<file path="config.mk">
export PLATFORM = sky130hd
export DESIGN_NAME = spi_frame_writer
export DESIGN_NICKNAME = d
export VERILOG_FILES = /design/src/rtl/spi_frame_writer.sv
export SDC_FILE = /design/constraint.sdc
export NUM_CORES = 1
export LEC_CHECK = 0
export BUFFER_PORTS_ARGS = -buffer_cell sky130_fd_sc_hd__buf_2
export CAP_MARGIN = 20
export CORE_MARGIN = 2
export CORE_UTILIZATION = 33
export CTS_CLUSTER_SIZE = 10
export DETAILED_ROUTE_END_ITERATION = 10
export MAX_ROUTING_LAYER = met4
export PLACE_DENSITY = 0.62
export SLEW_MARGIN = 20
export SYNTH_ARGS = -nofsm -noshare
export SYNTH_HDL_FRONTEND = slang
export SYNTH_SLANG_ARGS = --single-unit
</file>
<file path="constraint.sdc">
create_clock -name clk -period 5.6 [get_ports clk]
set_input_delay 0.28 -clock clk [delete_from_list [all_inputs] [get_ports clk]]
set_output_delay 0.28 -clock clk [all_outputs]
set_load 0.02 [all_outputs]
</file>
<file path="src/rtl/spi_frame_writer.sv">
// SPI mode-0 slave exposing a bank of 8-bit LED frame registers.
// All SPI pins are oversampled in clk; the address width must satisfy 2**ADDR_W >= MEMORY_COUNT.
module spi_frame_writer #(
    parameter int MEMORY_COUNT = 12,
    parameter int ADDR_W       = 4
) (
    input  logic                      clk,
    input  logic                      rst,
    input  logic                      spi_sclk,
    input  logic                      spi_mosi,
    input  logic                      spi_cs_n,
    output logic                      spi_miso,
    output logic                      spi_miso_oe,
    output logic [8*MEMORY_COUNT-1:0] mem_flat,
    output logic                      wr_strobe,
    output logic [ADDR_W-1:0]         wr_addr
);

    localparam logic [1:0] ST_IDLE  = 2'd0;
    localparam logic [1:0] ST_CMD   = 2'd1;
    localparam logic [1:0] ST_WDATA = 2'd2;
    localparam logic [1:0] ST_RDATA = 2'd3;

    localparam logic [ADDR_W-1:0] LAST_ADDR = ADDR_W'(MEMORY_COUNT - 1);

    logic [1:0]        sclk_sync_reg;
    logic [1:0]        mosi_sync_reg;
    logic [1:0]        cs_n_sync_reg;
    logic              sclk_prev_reg;
    logic              cs_n_prev_reg;

    logic [1:0]        state_reg;
    logic [3:0]        bit_cnt_reg;
    logic [6:0]        shift_in_reg;
    logic [7:0]        shift_out_reg;
    logic [ADDR_W-1:0] addr_reg;
    logic              wr_strobe_reg;
    logic [ADDR_W-1:0] wr_addr_reg;
    logic [7:0]        wr_data_reg;

    logic              sclk_s;
    logic              cs_n_s;
    logic              sclk_rise;
    logic              sclk_fall;
    logic              cs_fall;
    logic [7:0]        byte_next;
    logic [ADDR_W-1:0] addr_inc;
    logic              addr_in_range;
    logic [7:0]        rd_cmd_byte;
    logic [7:0]        rd_next_byte;

    // cs_n synchronizer resets to its idle (deasserted) level
    always_ff @(posedge clk or posedge rst) begin
        if (rst) begin
            sclk_sync_reg <= 2'b00;
            mosi_sync_reg <= 2'b00;
            cs_n_sync_reg <= 2'b11;
            sclk_prev_reg <= 1'b0;
            cs_n_prev_reg <= 1'b1;
        end else begin
            sclk_sync_reg <= {sclk_sync_reg[0], spi_sclk};
            mosi_sync_reg <= {mosi_sync_reg[0], spi_mosi};
            cs_n_sync_reg <= {cs_n_sync_reg[0], spi_cs_n};
            sclk_prev_reg <= sclk_sync_reg[1];
            cs_n_prev_reg <= cs_n_sync_reg[1];
        end
    end

    assign sclk_s    = sclk_sync_reg[1];
    assign cs_n_s    = cs_n_sync_reg[1];
    assign sclk_rise = sclk_s & ~sclk_prev_reg;
    assign sclk_fall = ~sclk_s & sclk_prev_reg;
    assign cs_fall   = ~cs_n_s & cs_n_prev_reg;
    assign byte_next = {shift_in_reg, mosi_sync_reg[1]};

    assign addr_inc      = (addr_reg == LAST_ADDR) ? '0 : addr_reg + ADDR_W'(1);
    assign addr_in_range = (int'(addr_reg) < MEMORY_COUNT);

    // Readback mux; addresses past the register file read as zero
    always_comb begin
        rd_cmd_byte  = 8'h00;
        rd_next_byte = 8'h00;
        for (int i = 0; i < MEMORY_COUNT; i++) begin
            if (byte_next[ADDR_W-1:0] == ADDR_W'(i))
                rd_cmd_byte = mem_flat[8*i +: 8];
            if (addr_inc == ADDR_W'(i))
                rd_next_byte = mem_flat[8*i +: 8];
        end
    end

    always_ff @(posedge clk or posedge rst) begin
        if (rst) begin
            state_reg     <= ST_IDLE;
            bit_cnt_reg   <= 4'd0;
            shift_in_reg  <= 7'd0;
            shift_out_reg <= 8'h00;
            addr_reg      <= '0;
            wr_strobe_reg <= 1'b0;
            wr_addr_reg   <= '0;
            wr_data_reg   <= 8'h00;
        end else begin
            wr_strobe_reg <= 1'b0;
            if (cs_n_s) begin
                // Deselect wins over any byte completing in the same cycle
                state_reg   <= ST_IDLE;
                bit_cnt_reg <= 4'd0;
            end else begin
                case (state_reg)
                    ST_IDLE: begin
                        if (cs_fall) begin
                            state_reg   <= ST_CMD;
                            bit_cnt_reg <= 4'd0;
                        end
                    end
                    ST_CMD: begin
                        if (sclk_rise) begin
                            shift_in_reg <= byte_next[6:0];
                            if (bit_cnt_reg == 4'd7) begin
                                bit_cnt_reg <= 4'd0;
                                addr_reg    <= byte_next[ADDR_W-1:0];
                                if (byte_next[7]) begin
                                    state_reg <= ST_WDATA;
                                end else begin
                                    state_reg     <= ST_RDATA;
                                    shift_out_reg <= rd_cmd_byte;
                                end
                            end else begin
                                bit_cnt_reg <= bit_cnt_reg + 4'd1;
                            end
                        end
                    end
                    ST_WDATA: begin
                        if (sclk_rise) begin
                            shift_in_reg <= byte_next[6:0];
                            if (bit_cnt_reg == 4'd7) begin
                                bit_cnt_reg <= 4'd0;
                                if (addr_in_range) begin
                                    wr_strobe_reg <= 1'b1;
                                    wr_addr_reg   <= addr_reg;
                                    wr_data_reg   <= byte_next;
                                end
                                addr_reg <= addr_inc;
                            end else begin
                                bit_cnt_reg <= bit_cnt_reg + 4'd1;
                            end
                        end
                    end
                    default: begin
                        // bit_cnt counts rises of the current byte; the trailing
                        // fall of the command byte arrives with a count of zero
                        if (sclk_rise && bit_cnt_reg != 4'd8) begin
                            bit_cnt_reg <= bit_cnt_reg + 4'd1;
                        end else if (sclk_fall) begin
                            if (bit_cnt_reg == 4'd8) begin
                                bit_cnt_reg   <= 4'd0;
                                addr_reg      <= addr_inc;
                                shift_out_reg <= rd_next_byte;
                            end else if (bit_cnt_reg != 4'd0) begin
                                shift_out_reg <= {shift_out_reg[6:0], 1'b0};
                            end
                        end
                    end
                endcase
            end
        end
    end

    genvar gi;
    generate
        for (gi = 0; gi < MEMORY_COUNT; gi++) begin : g_reg
            logic [7:0] value_reg;
            always_ff @(posedge clk or posedge rst) begin
                if (rst)
                    value_reg <= 8'h00;
                else if (wr_strobe_reg && wr_addr_reg == ADDR_W'(gi))
                    value_reg <= wr_data_reg;
            end
            assign mem_flat[8*gi +: 8] = value_reg;
        end
    endgenerate

    assign spi_miso_oe = (state_reg == ST_RDATA);
    assign spi_miso    = spi_miso_oe & shift_out_reg[7];
    assign wr_strobe   = wr_strobe_reg;
    assign wr_addr     = wr_addr_reg;

endmodule

</file>
==> flow_results.org, run 1 <==
** Outcome
- The run finished with clean final reports.

** CTS
- Clock Root Buffer :: clkbuf_16
- TritonCTS built the clock tree.
- Clock insertion delay at the later pin of the skew report :: 0.43 ns
- Number of clock sinks :: 142
- The number of gates resized after CTS was 0.
- Total number of H-tree levels :: 4
- Clock buffer depth :: 2
- Clock transition at the register clock pins on the worst setup and hold paths after CTS :: 0.06 ns
- Buffers inserted during clock tree synthesis total 17.

** Logic synthesis
- Yosys mapped a number of flops with a built-in enable equal to 0.
- Most used DFF post-synth :: dfrtp_1
- Count of different cell masters after synthesis :: 77
- After synthesis, the share of flip-flops with an asynchronous set or reset is 100%.
- The number of nets in the synthesized netlist is 791.
- A synthesized cell averages 10.2 µm².
- #FFs+latches synth :: 142
- For this run, the number of Yosys warnings is 0.
- Sequential cells were found to cover 45.1% of the synthesized design area.
- After synthesis the cells add up to 7890 µm².
- Synthesis produced 775 cells.

** Layout
- After filler insertion, the fill cell instance count of the layout stands at 2290.
- The register with the most flip-flops in the layout has 96 of them.
- In the final layout, the share of cells above drive strength 1 is 31.4%.
- After the last flow step, the layout net total stands at 873.
- 0 antenna diodes ended up in the layout.
- From synthesis to final layout, the design area changed by 17.8%.

** STA
- The number of pins exceeding their max-slew limit in the final report came to 0.
- Setup violations remaining at the end of the flow were counted as 0.
- Based on the critical path, the design can be clocked at up to 320 MHz.
- Clock skew after layout :: 0.00652 ns
- Measured against its own limit, the worst slew margin works out to 27.9%.
- Summed over all failing endpoints, the final setup total negative slack is 0 ns.
- Of the available clock period, the critical path in the final layout requires 55.8%.
- The final count of hold timing violations is 0.
- Worst hold margin :: 0.00639 ns
- For the pin with the worst max-slew slack, the measured transition is 1.08 ns.
- Setup repair after global routing missed its margin :: false
- Min Clock Period, post-route :: 3.13 ns

** Critical path
- Worst Path Required :: 5.95 ns
- Bufs and invs on worst path :: 2
- The kind of cell with the highest combined delay along the critical path is simple AND/OR/NAND/NOR gates.
- Along the worst path, the maximum fanout reaches 34.
- The worst setup path is captured at a register.
- Worst Path Class, Setup :: register to register
- The worst setup path is launched from a register.
- Traced cell by cell, the critical path runs through inv_1, ha_1, buf_4, nor2b_1, a221o_1, o211ai_1, o21ai_0, a21oi_1, or3_1, a31oi_1.
- In this design, the stage delay of the slowest critical-path cell is 0.71 ns.
- Among all stages on the critical path, the largest delay is contributed by nor2b_1.
- For the worst setup path, the data arrival time is 3.48 ns.

** Global route
- After global routing the overflow that remains totals 0.
- The number of global-route vias before repair came to 6419.
- Global routing consumed, over all layers together, 22.2% of the routing resources.
- Global-route wire length before repair :: 40100 µm
- Largest net degree at the start of global routing :: 87
- The initial antenna violation count is 0.

** Power
- In this run, flip-flops and latches consume 33.8% of the power.
- Proportion of power drawn by the clock network :: 35.6%
- Ratio of total power to cell area :: 358 nW/µm²
- VDD IR max :: 0.216 mV
- Leakage dissipation :: 4.33 nW
- Combinational share of power :: 30.6%
- The completed layout was analyzed and its total power is 0.00333 W.
- Internal power summed over all cells :: 0.00212 W
- Summed over all nets, the switching power comes to 0.00121 W.
- Net switching is 36.4% of the power.

** Floorplanning
- The floorplan step set the die width to 159 µm.
- For this design the top-level I/O count stands at 108.
- The floorplan step defined a die boundary enclosing 25200 µm².
- Starting density of the core :: 33.6%
- In this run the core area contains 56 standard-cell rows.
- Area of the core region :: 23500 µm²
- Die span in y :: 159 µm

** Route
- Dividing the detail-routed wire length by the instance count gives 22.2 µm.
- Met3 Routed Length :: 2220 µm
- Pre-Repair DR Iteration Count :: 5
- Iteration-0 DRC Markers :: 705
- Max Used Layer :: met4
- Routed Antenna Nets :: 0
- Total met2 wirelength after detailed routing :: 11800 µm
- Summed over all layers, the routed wires come to 26300 µm.
- The detailed router put a total of 11900 µm of wire on met1.
- For this block, the via count after detailed routing is 6850.
- After detailed routing, the number of remaining DRC violations is 0.
- Dividing the detail-routed via count by the number of cells gives 5.77.

** Hold path
- Path type of the worst min-delay path :: input port to asynchronous set/reset pin

** Flow run
- Max-cap violations :: 0

** Place
- Input and output buffers added on the ports amount to 107.
- The congestion estimate from routability-driven global placement came to 0.940.
- Half-perimeter wire length after placement :: 18600 µm
==> cell usage after synthesis (all sizes together), types with 13 or more instances <==
cell type,number,area (µm²)
buf,19,105
o22ai,13,81.3
nor3,13,70.1
a21oi,52,264
o21ai,59,295
clkbuf,38,144
inv,23,86.3
mux2,105,1180
nor2b,13,81.3
nor2,41,180
a211oi,14,105
nand2,78,293
dfrtp,139,3480
==> kinds of logic (layout without fill, tap and decap cells) <==
kind of cell             after synthesis  after routing  synth area share [%]
AND/OR/NAND/NOR                      195            195                  12.3
flip-flops                           142            142                  45.1
adder cells (fa/ha/maj)               11             11                  1.74
XOR/XNOR                               1              1                 0.111
AO/OA/AOI/OAI                        225            225                  18.7
multiplexers                         120            120                  17.8
buffers and inverters                 81            175                  4.30
==> per-layer routing <==
metal	global-route usage, %	vias up
met5	-	-
met4	6.09	0
met3	4.55	45
met2	32.6	332
met1	31.1	3444
li1	-	3029
==> stage by stage <==
stage / area (µm²) / worst slack [ns] / cells / util (%)
after floorplan: 7890 / 1.52 / 775 / -
after global placement: 8660 / 2.75 / 1154 / 36.9
after detailed placement: 8660 / 2.60 / 1154 / 36.9
after CTS: 9300 / 2.60 / 1188 / 39.6
after global routing: 9300 / 2.31 / 1188 / 39.6
final: 9300 / 2.47 / 1188 / 39.6
==> power groups by stage <==
stage	Clock, W	Combinational [W]	Sequential, W
CTS	0.00120	0.000990	0.00112
finish	0.00119	0.00102	0.00113
floorplan	0	0.000757	0.00110
global route	0.00125	0.00110	0.00113
global placement	0	0.000978	0.00114
detailed placement	0	0.000984	0.00114
==> path summary, 6_finish.rpt <==
| path | start | to | slack [ns] | cells after the start |
|---|---|---|---|---|
| setup / recovery | addr_reg[0] | shift_out_reg[3] | 2.47 | 10 |
| hold / removal | rst | g_reg[5].value_reg[2] | 0.006 | 2 |
| setup reg to reg | addr_reg[0] | shift_out_reg[3] | 2.47 | 10 |
| hold reg to reg | sclk_sync_reg[0] | sclk_sync_reg[1] | 0.35 | 0 |
| max in group asynchronous | rst | g_reg[9].value_reg[5] | 4.34 | 3 |
| min in group clk | sclk_sync_reg[0] | sclk_sync_reg[1] | 0.35 | 0 |
==> final cells by class <==
class                           count  area (µm²)  share of cell area (%)
Multi-Input combinational cell    552        4000                    43.0
Tap cell                          319         399                    4.29
Clock buffer                       22         474                    5.10
Inverter                           24        95.1                    1.02
Timing Repair Buffer              120         641                    6.89
Clock inverter                      9         135                    1.45
Sequential cell                   142        3560                    38.3
==> repair_timing <==
action | CTS | global route
setup buffers | 0 | 0
hold buffers | 3 | 0
endpoints found under the hold margin | 3 | 0
==> layout by cell type (no fill, tap or decap), types with 5 or more instances in the layout <==
cell / instances
nand3b_1: 8
nor3_1: 12
a221oi_1: 12
o31ai_1: 9
nand3_1: 9
nand2b_1: 11
buf_2: 107
o21a_1: 5
a31oi_1: 5
nand2_1: 78
dfrtp_1: 138
a21oi_1: 51
nor2_1: 37
inv_1: 22
o21ai_0: 57
ha_1: 11
a22oi_1: 12
buf_4: 10
mux2i_1: 9
nor2b_1: 13
mux4_2: 6
a211oi_1: 14
mux2_2: 104
o22ai_1: 13
clkbuf_16: 17
(Power assumes the default switching activity.)
==> inputs of run 2 (changes only) <==
- ABC_AREA: not set -> 1
- PLACE_DENSITY: 0.62 -> 0.64
- clock period: 5.6 -> 2.53 ns (I/O delays scaled with it)
==> flow_results.org, run 2 <==
** CTS
- Total number of H-tree levels :: 4 (unchanged)
- The total clock buffers created by CTS is 17 (unchanged).
- The clock latency on the worst-skew pair was 0.44 ns (about the same).
- Number of clock sinks :: 142 (unchanged)
- The maximum root-to-sink buffer count was 2 (unchanged).
- Clock transition at the register clock pins on the worst setup and hold paths after CTS :: 0.06 ns (about the same)
- Clock Root Buffer :: clkbuf_16
- TritonCTS built the clock tree.

** Floorplanning
- Area of the core region :: 22800 µm² (-3.0%)
- Die Footprint :: 24600 µm² (-2.2%)
- Starting density of the core :: 33.9% (+0.26 points)
- Number of rows created at floorplan :: 55 (-1.8%)
- The number of I/O pins came to 108 (unchanged).
- The floorplan die height is 157 µm (-1.1%).
- The die outline width was 157 µm (-1.1%).

** Power
- The power density normalized to cell area is 900 nW/µm² (+150%).
- Leakage dissipation :: 4.79 nW (+11%)
- VDD IR max :: 0.344 mV (+59%)

** Logic synthesis
- Post-synth ARST share :: 100% (unchanged)
- Biggest area contributors in the synthesized netlist :: dfrtp_1 45%, nand2_1 16%, o21ai_0 9.3%, inv_1 5.9%, nand3_1 4.5%
- dfrtp_1 takes more of the synthesized area than any other cell.
- The synthesized instance count came to 1036 (+34%).
- Proportion of synthesized chip area in sequential cells :: 46.1% (+1.0 points)
- Among all cell types in the netlist, the one instantiated most often is nand2_1.
- The post-synth net total was 1052 (+33%).
- Average size of a mapped cell :: 7.45 µm² (-27%)
- The number of distinct library cells after synthesis was 44 (-43%).
- The number of flops mapped to enable cells by yosys was 0 (unchanged).
- Synth top area share :: 45.1% (+1.0 points)
- Number of synthesis warnings :: 0 (unchanged)
- Combined area of all synthesized cells :: 7720 µm² (-2.2%)
- The post-synthesis register bit count is 142 (unchanged).
- Top post-synthesis cells by count :: 323 x nand2_1, 144 x o21ai_0, 139 x dfrtp_1
- The most used flip-flop cell after synthesis is dfrtp_1.

** Hold path
- The min-delay analysis places its worst path in the category input port to asynchronous set/reset pin.

** Route
- The number of DRC violations after detailed-routing iteration 0 was 863 (+22%).
- Max Used Layer :: met4
- The met2 layer wire length in the routed design is 11800 µm (+0.37%).
- Overall via count from detail_route :: 7521 (+9.8%)
- The detail-routed net length per standard cell is 17.8 µm (-20%).
- Routed Antenna Nets :: 0 (unchanged)
- The number of iterations in the first detailed-routing pass is 6 (+1).
- Total routed wire length on the met1 layer :: 11800 µm (-0.66%)
- Vias per cell :: 5.04 (-13%)
- The routed length on met3 is 1960 µm (-12%).
- Final wirelength :: 26600 µm (+1.1%)
- Remaining design rule violation count :: 0 (unchanged)

** STA
- Final worst slack :: 0.0788 ns (-2.40 ns)
- Count of final setup violators :: 0 (unchanged)
- Relative slew slack :: 48.5% (+21 points)
- The number of pins exceeding their max-slew limit in the final report was 0 (unchanged).
- The transition time at the pin with the least slew margin came to 0.771 ns (-0.309 ns).
- Clock skew after layout :: 0.0124 ns (+0.00585 ns)
- The maximum clock frequency is 408 MHz (+27%).
- Min Clock Period, post-route :: 2.45 ns (-0.674 ns)
- Post-route fraction of the period consumed by the critical path :: 96.9% (+41 points)
- Setup repair after global routing could not meet its margin everywhere.
- The final count of hold timing violations came to 0 (unchanged).
- The worst hold margin is 0.301 ns (+0.295 ns).

** Critical path
- Worst Path Class, Setup :: register to register
- Worst-path fanout max :: 7 (-79%)
- Sort of element at the end of the critical path :: register
- In this run the worst setup path begins at addr_reg[0].
- The required arrival time at the worst endpoint came to 2.89 ns (-3.06 ns).
- In this run the critical register-to-register path is launched from addr_reg[0].
- Startpoint type of the worst setup path :: register
- The path depth of the worst reg2reg path was 19 (+9).
- The critical path data arrival time was 2.82 ns (-0.66 ns).

** Layout
- Filler instances :: 2285 (-0.22%)
- Final Util :: 42.0% (+2.4 points)
- Commonest non-fill, non-tap cells in the layout :: 317 x nand2_1, 143 x o21ai_0, 139 x dfrtp_1
- The number of diodes added for antenna fixing came to 0 (unchanged).
- Ratio of cells with drive above 1 in the final layout :: 20.7% (-11 points)
- The number of flip-flops in the largest register is 96 (unchanged).
- Leaving out fill and tap cells, the most frequent cell in the layout is nand2_1.
- Layout Nets :: 1182 (+35%)
- From synthesis to final layout, the design area changed by 24.0%.

** Global route
- Total GRT Usage :: 22.8% (+0.63 points)
- The largest net degree at the start of global routing is 63 (-28%).
- The total overflow reported by the global router came to 0 (unchanged).
- The initial antenna violation count is 0 (unchanged).
- Global-route wire length before repair :: 41000 µm (+2.3%)
- Via count of the first global-routing pass :: 6928 (+7.9%)

** Place
- The quantity of I/O buffers inserted on ports came to 107 (unchanged).
- Dpl ws :: 0.0279 ns (-2.57 ns)
- The global placement routability congestion was 1.00 (+6.8%).
- Half-perimeter wire length after placement :: 19400 µm (+3.9%)

** Flow run
- The max capacitance violation total came to 0 (unchanged).

** Outcome
- Outcome :: finished, final reports clean
==> run 2: logic make-up after synthesis <==
| family | share of synthesized area [%] |
|---|---|
| AND/OR/NAND/NOR | 27.6 |
| flip-flops | 46.1 |
| buffers and inverters | 8.72 |
| adder cells (fa/ha/maj) | 1.78 |
| AO/OA/AOI/OAI | 15.8 |
==> run 2: per-layer routing <==
layer  track usage, %  up-vias
li1                 -     3630
met3             4.79       61
met5                -        -
met2             33.0      331
met4             10.1        0
met1             30.8     3499
==> run 2: repair_timing <==
action,CTS,global route
hold endpoints to repair,25,0
hold buffers,4,0
setup buffers,0,6
setup endpoints to repair,0,8
gates resized for setup,0,28
==> run 2: critical path, stage by stage, from the launching register on <==
cell and delay [ns]:
dfrtp_1 0.41, ha_4 0.19, nor2_2 0.12, nor2_4 0.06
nand2_4 0.13, nand2_4 0.09, nor2_4 0.20, buf_4 0.15
nand3_1 0.06, nand3_1 0.07, o21ai_1 0.08, o21ai_1 0.21
o21bai_1 0.12, nand2_1 0.08, nand2_1 0.05, nand2_1 0.07
nand2_1 0.06, nand2_1 0.07, nand2_1 0.07, a21oi_2 0.12
==> run 2: worst paths after layout <==
check / endpoint / slack (ns)
max in group asynchronous: cs_n_sync_reg[0] / 1.50
worst min register to register: mosi_sync_reg[1] / 0.35
worst max-delay path: shift_out_reg[0] / 0.08
min in group clk: mosi_sync_reg[0] / 0.33
worst max register to register: shift_out_reg[0] / 0.08
worst min-delay path: g_reg[1].value_reg[0] / 0.30
==> run 2: power by group <==
part	leakage [nW]	total [W]	internal (W)	switching, W
Sequential	1.93	0.00261	0.00245	0.000159
Combinational	2.54	0.00321	0.00109	0.00212
Clock	0.317	0.00281	0.00180	0.00101
Total	4.79	0.00862	0.00533	0.00329
==> run 2: per-stage QoR <==
stage / power [W] / cell area, µm² / setup TNS, ns / instances
6_report: 0.00862 / 9570 / 0 / 1492
5_1_grt: 0.00915 / 9570 / -0.320 / 1492
4_1_cts: 0.00843 / 9430 / 0 / 1486
3_5_place_dp: 0.00560 / 8740 / 0 / 1450
3_3_place_gp: 0.00558 / 8740 / 0 / 1450
2_1_floorplan: 0.00474 / 7720 / 0 / 1036
==> run 2: cell type report <==
class / count / area (µm²) / area share (%)
Multi-Input combinational cell: 723 / 3590 / 37.5
Timing Repair Buffer: 147 / 875 / 9.13
Sequential cell: 142 / 3560 / 37.2
Inverter: 135 / 518 / 5.41
Tap cell: 313 / 392 / 4.09
Clock buffer: 21 / 460 / 4.81
Clock inverter: 11 / 186 / 1.95
==> inputs of run 3 (changes only) <==
- PLACE_DENSITY: 0.64 -> 0.62
- clock period: 2.53 -> 3 ns (I/O delays scaled with it)
==> flow_results.org, run 3 (synthesis results as in run 2) <==
** Global route
- The initial antenna violation count is 0 (unchanged).
- The largest net degree at the start of global routing is 83 (+32%).
- Final global-route overflow total :: 0 (unchanged)
- The wire length of the first global-routing pass came to 40400 µm (-1.4%).
- The number of global-route vias before repair is 6857 (-1.0%).
- Total GRT Usage :: 22.4% (-0.36 points)

** CTS
- The number of clock sinks seen by CTS came to 142 (unchanged).
- Number of gates resized after cts :: 0 (unchanged)
- Clock Root Buffer :: clkbuf_16
- The maximum level of the CTS H-tree is 4 (unchanged).
- Clock buffer count from CTS :: 17 (unchanged)
- Clock buffer depth :: 2 (unchanged)
- The clock latency on the worst-skew pair was 0.43 ns (about the same).
- TritonCTS clock tree :: yes
- Clock transition at the register clock pins on the worst setup and hold paths after CTS :: 0.06 ns (about the same)

** Critical path
- The critical path goes through nor2_2, inv_1, nor2_1, a221oi_1, nand4_1, o21ai_0, nand3_1, o21ai_0, nand4_1, a21oi_1, a21oi_1.
- The peak per-stage delay on the critical path is 0.54 ns (+0.13 ns).
- The critical path data arrival time was 3.00 ns (+0.18 ns).
- By startpoint and endpoint, the worst setup path is classified as register to register.
- Worst-path fanout max :: 17 (+10)
- The worst setup path is launched from a register.
- Master of the slowest instance on the critical path :: nor2_2
- Sort of element at the end of the critical path :: register
- Bufs and invs on worst path :: 1 (unchanged)
- Cell family with most CP delay :: simple AND/OR/NAND/NOR gates
- Worst Path Required :: 3.36 ns (+0.47 ns)

** Floorplanning
- The standard cell core area came to 22800 µm² (unchanged).
- Starting density of the core :: 33.9% (unchanged)
- Width of the die :: 157 µm (unchanged)
- The number of I/O pins is 108 (unchanged).
- Number of rows created at floorplan :: 55 (unchanged)
- Die span in y :: 157 µm (unchanged)
- The die area came to 24600 µm² (unchanged).

** Power
- VDD IR max :: 0.298 mV (-13%)
- Sw Share :: 39.1% (+0.95 points)
- Switching power :: 0.00270 W (-18%)
- The power density normalized to cell area is 744 nW/µm² (-17%).
- The combinational cell fraction of total power came to 35.0% (-2.2 points).
- Proportion of power drawn by the clock network :: 33.0% (+0.4 points)
- The relative contribution of sequential cells to total power is 31.9% (+1.7 points).
- Leakage dissipation :: 4.65 nW (-3.0%)
- Internal power summed over all cells :: 0.00421 W (-21%)

** Place
- DP Cell Count :: 1434 (-1.1%)
- The detailed-placement wirelength estimate came to 18900 µm (-2.7%).
- The quantity of I/O buffers inserted on ports was 107 (unchanged).
- Final weighted congestion in routability-driven placement :: 0.937 (-6.7%)

** Route
- The via count is 7477 (-0.59%).
- Final wirelength :: 26100 µm (-2.0%)
- Routed Antenna Nets :: 0 (unchanged)
- Pre-Repair DR Iteration Count :: 8 (+2)
- The detail-routed net length per standard cell is 17.8 µm (-0.52%).
- Remaining design rule violation count :: 0 (unchanged)
- The number of DRC violations after detailed-routing iteration 0 was 871 (+0.93%).
- Vias per cell :: 5.09 (+0.90%)

** STA
- Count of final setup violators :: 0 (unchanged)
- Clock skew after layout :: 0.0131 ns (+0.000759 ns)
- Worst hold margin :: 0.349 ns (+0.0483 ns)
- Actual slew at the worst max-slew pin :: 0.735 ns (-0.0363 ns)
- Post-route fraction of the period consumed by the critical path :: 88.0% (-8.8 points)
- F_max :: 379 MHz (-7.2%)
- Final Hold Violating Endpoints :: 0 (unchanged)
- Min Clock Period, post-route :: 2.64 ns (+0.190 ns)
- Relative slew slack :: 50.8% (+2.3 points)
- Max Transition Viols Final :: 0 (unchanged)
- Setup tns final :: 0 ns (unchanged)
- Setup repair after global routing left no endpoint under its margin.

** Layout
- Filler instances :: 2350 (+2.8%)
- The footprint of the multi-input gates was 3490 µm² (-2.5%).
- The library cell used most frequently in the layout, excluding fill and tap cells, is nand2_1.
- Filler-free cell count of the finished design :: 1470 (-1.5%)
- The number of flip-flops in the largest register came to 96 (unchanged).
- Area used by sequential logic in the layout :: 3560 µm² (unchanged)
- The share of cells above drive strength 1 was 17.5% (-3.2 points).
- The number of diodes added for antenna fixing came to 0 (unchanged).
- Relative to the synthesized area, the layout overhead comes to 20.3%.
- The net count reported at finish was 1160 (-1.9%).
- The final design utilization was 40.8% (-1.3 points).
- Commonest non-fill, non-tap cells in the layout :: 323 x nand2_1, 144 x o21ai_0, 139 x dfrtp_1

** Outcome
- The run finished with clean final reports.

** Flow run
- Max-cap violations :: 0 (unchanged)

** Hold path
- Path type of the worst min-delay path :: register to register
run 3: path summary, 6_finish.rpt:
path,startpoint,endpoint,slack (ns),depth (start not counted)
worst max-delay path,shift_in_reg[1],shift_out_reg[7],0.36,11
worst min-delay path,mosi_sync_reg[0],mosi_sync_reg[1],0.35,0
worst max register to register,shift_in_reg[1],shift_out_reg[7],0.36,11
worst min register to register,mosi_sync_reg[0],mosi_sync_reg[1],0.35,0
max in group asynchronous,rst,cs_n_prev_reg,2.19,4
min in group asynchronous,rst,g_reg[1].value_reg[5],0.38,4
run 3: layout make-up:
class,instances,share of cell area [%]
Tap cell,313,4.22
Sequential cell,142,38.3
Clock inverter,13,2.03
Multi-Input combinational cell,723,37.6
Clock buffer,19,4.66
Timing Repair Buffer,125,7.60
Inverter,135,5.55
run 3: power groups by stage:
stage | clock, W | combinational, W | sequential [W]
5_1_grt | 0.00238 | 0.00270 | 0.00223
6_report | 0.00228 | 0.00242 | 0.00221
3_3_place_gp | 0 | 0.00236 | 0.00223
2_1_floorplan | 0 | 0.00181 | 0.00219
4_1_cts | 0.00230 | 0.00239 | 0.00220
3_5_place_dp | 0 | 0.00237 | 0.00224
run 3: timing repair:
item / in CTS / in global routing
hold buffers: 4 / 0
buffers inserted: 0 / 0
endpoints found under the hold margin: 142 / 0
run 3: through the flow:
step | setup WS (ns) | cell area (µm²) | power (W)
floorplan | 0.806 | 7720 | 0.00400
global placement | 0.490 | 8620 | 0.00459
detailed placement | 0.458 | 8620 | 0.00461
CTS | 0.458 | 9290 | 0.00690
global route | 0.174 | 9290 | 0.00730
finish | 0.359 | 9290 | 0.00691
run 3: routing by layer:
metal | global-route usage, % | up-vias | share of wire (%)
li1 | - | 3581 | -
met1 | 30.0 | 3516 | 44
met2 | 34.5 | 338 | 46
met3 | 3.74 | 42 | 7.2
met4 | 7.99 | 0 | 2.6
met5 | - | - | 0
